===== src/rtl/secded_retx_buffer.sv =====
// Go-back-N retransmit buffer: holds SECDED codewords until ACKed and replays from the
// oldest unacknowledged flit on NACK or timeout. Optional stats: define RETX_STATS_EN.
module secded_retx_buffer #(
  parameter int WIDTH   = 12,
  parameter int DEPTH   = 4,
  parameter int TIMEOUT = 64
) (
  input  logic             clk,
  input  logic             reset,
  input  logic             in_valid,
  output logic             in_ready,
  input  logic [WIDTH-1:0] in_data,
  output logic             out_valid,
  input  logic             out_ready,
  output logic [WIDTH-1:0] out_data,
  input  logic             rsp_valid,
  input  logic             rsp_ack,
  output logic             protocol_err,
  output logic [7:0]       retx_count
);
  localparam int AW = $clog2(DEPTH);
  localparam int PW = AW + 1;
  localparam int TW = $clog2(TIMEOUT + 1);

  localparam logic [0:0] RUN    = 1'b0;
  localparam logic [0:0] REWIND = 1'b1;

  logic [DEPTH-1:0][WIDTH-1:0] mem_q, mem_d;
  logic [PW-1:0] wr_ptr_q, wr_ptr_d, snd_ptr_q, snd_ptr_d, ack_ptr_q, ack_ptr_d;
  logic [0:0]    state_q, state_d;
  logic [TW-1:0] tmo_q, tmo_d;

  logic [PW-1:0] occupancy, outstanding;
  logic wr_fire, snd_fire, has_out, ack_ev, nack_ev, timeout, replay;

  assign occupancy   = wr_ptr_q - ack_ptr_q;
  assign outstanding = snd_ptr_q - ack_ptr_q;
  assign has_out     = (outstanding != '0);

  assign in_ready  = (occupancy != PW'(DEPTH));
  assign out_valid = (state_q == RUN) && (snd_ptr_q != wr_ptr_q);
  assign out_data  = mem_q[snd_ptr_q[AW-1:0]];

  assign wr_fire  = in_valid && in_ready;
  assign snd_fire = out_valid && out_ready;
  assign ack_ev   = rsp_valid && rsp_ack && has_out;
  assign nack_ev  = rsp_valid && !rsp_ack && has_out;
  assign timeout  = has_out && (tmo_q == TW'(TIMEOUT - 1));
  // NACK and timeout on the same edge collapse into one replay event
  assign replay   = nack_ev || timeout;

  always_comb begin
    mem_d = mem_q;
    if (wr_fire) mem_d[wr_ptr_q[AW-1:0]] = in_data;

    wr_ptr_d = wr_ptr_q;
    if (wr_fire) wr_ptr_d = wr_ptr_q + PW'(1);

    ack_ptr_d = ack_ptr_q;
    if (ack_ev) ack_ptr_d = ack_ptr_q + PW'(1);

    // Rewind to the post-ACK oldest slot so a coincident ACK is never replayed
    snd_ptr_d = snd_ptr_q;
    if (replay)        snd_ptr_d = ack_ptr_d;
    else if (snd_fire) snd_ptr_d = snd_ptr_q + PW'(1);

    state_d = replay ? REWIND : RUN;

    tmo_d = tmo_q + TW'(1);
    if (rsp_valid || !has_out || timeout) tmo_d = '0;
  end

  always_ff @(posedge clk) begin
    if (reset) begin
      mem_q     <= '0;
      wr_ptr_q  <= '0;
      snd_ptr_q <= '0;
      ack_ptr_q <= '0;
      state_q   <= RUN;
      tmo_q     <= '0;
    end else begin
      mem_q     <= mem_d;
      wr_ptr_q  <= wr_ptr_d;
      snd_ptr_q <= snd_ptr_d;
      ack_ptr_q <= ack_ptr_d;
      state_q   <= state_d;
      tmo_q     <= tmo_d;
    end
  end

`ifdef RETX_STATS_EN
  logic [7:0] retx_q, retx_d;
  logic       perr_q, perr_d;

  always_comb begin
    retx_d = retx_q;
    if (replay && (retx_q != 8'hFF)) retx_d = retx_q + 8'd1;
    perr_d = perr_q || (rsp_valid && !has_out);
  end

  always_ff @(posedge clk) begin
    if (reset) begin
      retx_q <= '0;
      perr_q <= 1'b0;
    end else begin
      retx_q <= retx_d;
      perr_q <= perr_d;
    end
  end

  assign retx_count   = retx_q;
  assign protocol_err = perr_q;
`else
  assign retx_count   = 8'd0;
  assign protocol_err = 1'b0;
`endif
endmodule


===== config.mk =====
export PLATFORM = sky130hd
export DESIGN_NAME = secded_retx_buffer
export DESIGN_NICKNAME = d
export VERILOG_FILES = /design/src/rtl/secded_retx_buffer.sv
export SDC_FILE = /design/constraint.sdc
export NUM_CORES = 1
export LEC_CHECK = 0
export ABC_AREA = 1
export CAP_MARGIN = 10
export CORE_UTILIZATION = 51
export CTS_CLUSTER_SIZE = 16
export DETAILED_ROUTE_END_ITERATION = 12
export PLACE_DENSITY = 0.87
export SKIP_LAST_GASP = 1
export SLEW_MARGIN = 20
export SYNTH_ARGS = -nofsm -noshare
export SYNTH_HDL_FRONTEND = slang
export SYNTH_SLANG_ARGS = --single-unit

===== constraint.sdc =====
create_clock -name clk -period 2.1 [get_ports clk]
set_clock_uncertainty 0.1 [all_clocks]
set_input_delay 0.42 -clock clk [delete_from_list [all_inputs] [get_ports clk]]
set_output_delay 0.42 -clock clk [all_outputs]
set_load 0.005 [all_outputs]

==> impl_metrics.toml, run 1 <==
[place]
hpwl_um = 4740
portBuffers = 31
place_area_um2 = 3830
dp.cells = 632
post-place-ws_ns = 0.0602
gp_congestion = 0.777

[clock_tree]
cts-root-buf = "clkbuf_8"
cts_buffer_depth = 2
ctsHtreeMaxLevel = 3
clk_latency_ns = 0.35
cts_tree = "done"
cts_sinks = 65
clk_pin_slew_ns = 0.07
cts_inserted_buffers = 9
cts_setup_buffers = 0

[routing]
viasPerCell = 4.83
detail-route-antenna-nets = 0
wl_per_cell_um = 12.1
drt-total-wl_um = 7870
dr.pass1.iters = 10
drt_iter0_markers = 207
vias = 3138
drc_errors = 2

[floorplan]
initial_core_util_pct = 53.9
core_area_um2 = 6460
placementRows = 29
boundaryPins = 41
dieArea_um2 = 7150
die_h_um = 84.6
die_width_um = 84.6

[sta]
rsz0062_at_grt = "true"
setup_ws_ns = 0.0703
layout_min_cycle_time_ns = 2.03
max_freq_ghz = 0.493
slew_violations = 0
period_share_pct = 96.7
hold_viol_final = 0
setup_violations = 0

[synth]
ys_types = 26
avgSynthCellArea_um2 = 6.53
syn_inst = 533
syn_area_um2 = 3480
yosysWarnings = 0
yosysSeqAreaShare_pct = 37.4
ys_seq_elements = 65

[hold_path]
hp-class = "register to register"
holdPathStages = 1
min-delay-start = "tmo_q[0]$_SDFF_PP0_"
hold_end = "tmo_q[0]$_SDFF_PP0_"

[critical_path]
r2r-end = "mem_q[18]$_SDFFE_PP0P_"
r2r_setup_slack_ns = 0.13
rr_worst_depth = 10
crit_path_max_fanout = 3
crit_path_end_kind = "output port"
r2r-start = "ack_ptr_q[1]$_SDFF_PP0_"
cp.arrival_ns = 1.51
path_class = "register to output port"
required_ns = 1.58
startpoint_type = "register"

[grt]
grt_start_max_net_pins = 29
grt_overflow = 0
grt_pass1_vias = 2873
antenna_found_initial = 0
grtUsageTotal_pct = 22.6
grt_pass1_wl_um = 12700

[cells_and_area]
final_cell_area_um2 = 4120
fin_cells = 650
final_cell_mix = "nand2_1 (146), nor2_1 (115), inv_1 (72)"
area_growth_pct = 18.4
n_fill_cell = 510
drive_gt1_share_pct = 8.55
final_common_cell = "nand2_1"
final_nets = 597
n_antenna_cell = 0

[power_and_ir_drop]
power_density_nw_per_um2 = 1360
vdd_ir_drop_max_mv = 0.605
p_leak_uw = 0.00210

[run]
drv_cap = 0

[status]
violations = "design-rule violations"
outcome = "finished with violations"
## timing repair
item | 4_1_cts | 5_1_grt
endpoints found under the hold margin | 0 | 0
setup endpoints to repair | 14 | 12
pin swaps | 0 | 1
resized for setup | 28 | 13
cloned | 1 | 1
hold buffers | 0 | 0
## worst max-delay path, stage by stage, from the launching register on
cell,delay [ns]
dfxtp_2,0.33
inv_2,0.09
ha_4,0.21
nand2_1,0.10
nand2_1,0.08
o21ai_2,0.08
nand4_4,0.10
dlymetal6s2s_1,0.16
## where the power goes
part | internal (µW) | total, µW | switching (µW) | leakage (µW)
sequential | 1530 | 1690 | 164 | 0.000532
clock | 613 | 1110 | 496 | 0.000103
combinational | 1190 | 2800 | 1620 | 0.00146
## synthesized netlist by cell type, drive strengths merged
| cell type | number | share of area (%) |
|---|---|---|
| a21oi | 40 | 5.8 |
| clkbuf | 8 | 0.90 |
| o21ai | 16 | 2.4 |
| xnor2 | 4 | 1.0 |
| and2 | 1 | 0.18 |
| or2 | 1 | 0.18 |
| buf | 23 | 5.4 |
| nand4 | 3 | 0.97 |
| nor3b | 2 | 0.43 |
| ha | 11 | 4.0 |
| nor2 | 115 | 12 |
| xor2 | 4 | 1.0 |
| nand2 | 146 | 16 |
| dfxtp | 65 | 37 |
| a31oi | 1 | 0.18 |
| conb | 1 | 0.11 |
| clkinv | 1 | 0.11 |
| inv | 74 | 8.0 |
| nand3 | 17 | 3.9 |
## layout make-up
class	count	area [µm²]	area share, %
clock buffers	12	155	3.77
clock inverters	4	51.3	1.25
inverters	75	284	6.90
multi-input cells	370	1740	42.2
flip-flops and latches	65	1310	31.8
well taps	77	96.3	2.34
repair buffers	47	487	11.8
## stage by stage
stage / total power, µW / util, % / hold WS (ns) / setup TNS [ns]
2_1_floorplan: 3470 / - / 0.318 / 0
3_3_place_gp: 4290 / 59.3 / 0.329 / 0
3_5_place_dp: 4390 / 59.3 / 0.341 / 0
4_1_cts: 5490 / 63.1 / 0.357 / -0.243
5_1_grt: 6040 / 63.8 / 0.386 / -0.00697
6_report: 5610 / 63.8 / 0.353 / 0
## cells by family (layout without fill, tap and decap cells)
kind of cell | count (synthesis) | count (layout) | synth area share, %
AOI/OAI and AO/OA | 57 | 57 | 8.35
xor gates and xnor gates | 8 | 8 | 2.01
adders and majority gates | 11 | 11 | 3.96
buffers and inverters | 106 | 138 | 14.4
DFF | 65 | 65 | 37.4
other | 1 | 9 | 0.108
and+or+nand+nor | 285 | 285 | 33.8
## how the worst max path moves through the flow
stage	from	endpoint	slack, ns	cells past startpoint
after global routing	snd_ptr_q[0]$_SDFFE_PP0P_	out_data[6]	-0.007	6
after floorplan	snd_ptr_q[0]$_SDFFE_PP0P_	ack_ptr_q[0]$_SDFF_PP0_	0.06	11
after global placement	ack_ptr_q[1]$_SDFF_PP0_	in_ready	0.13	6
final	ack_ptr_q[1]$_SDFF_PP0_	in_ready	0.07	7
after detailed placement	ack_ptr_q[1]$_SDFF_PP0_	in_ready	0.06	6
after CTS	ack_ptr_q[1]$_SDFF_PP0_	in_ready	-0.24	7
## registers in the layout, summed over array words and instances (netlist names)
register and cells:
snd_ptr_q 3, mem_q 48, state_q 1, ack_ptr_q 3, wr_ptr_q 3, tmo_q 7
## metal layers
metal | part of all wire (%) | track usage [%] | wire length [µm]
met2 | 50 | 39.3 | 3900
met3 | 6.3 | 4.03 | 499
met1 | 42 | 26.3 | 3320
met5 | 0 | 0 | 0
met4 | 1.8 | 12.2 | 145
No activity file was read; power rests on OpenSTA's default activity.
==> run 2: changes to the inputs <==
Settings changed: HOLD_SLACK_MARGIN set to 0.06.
==> results of run 2 <==
Final layout, timing and power as in run 1 (identical DEF).
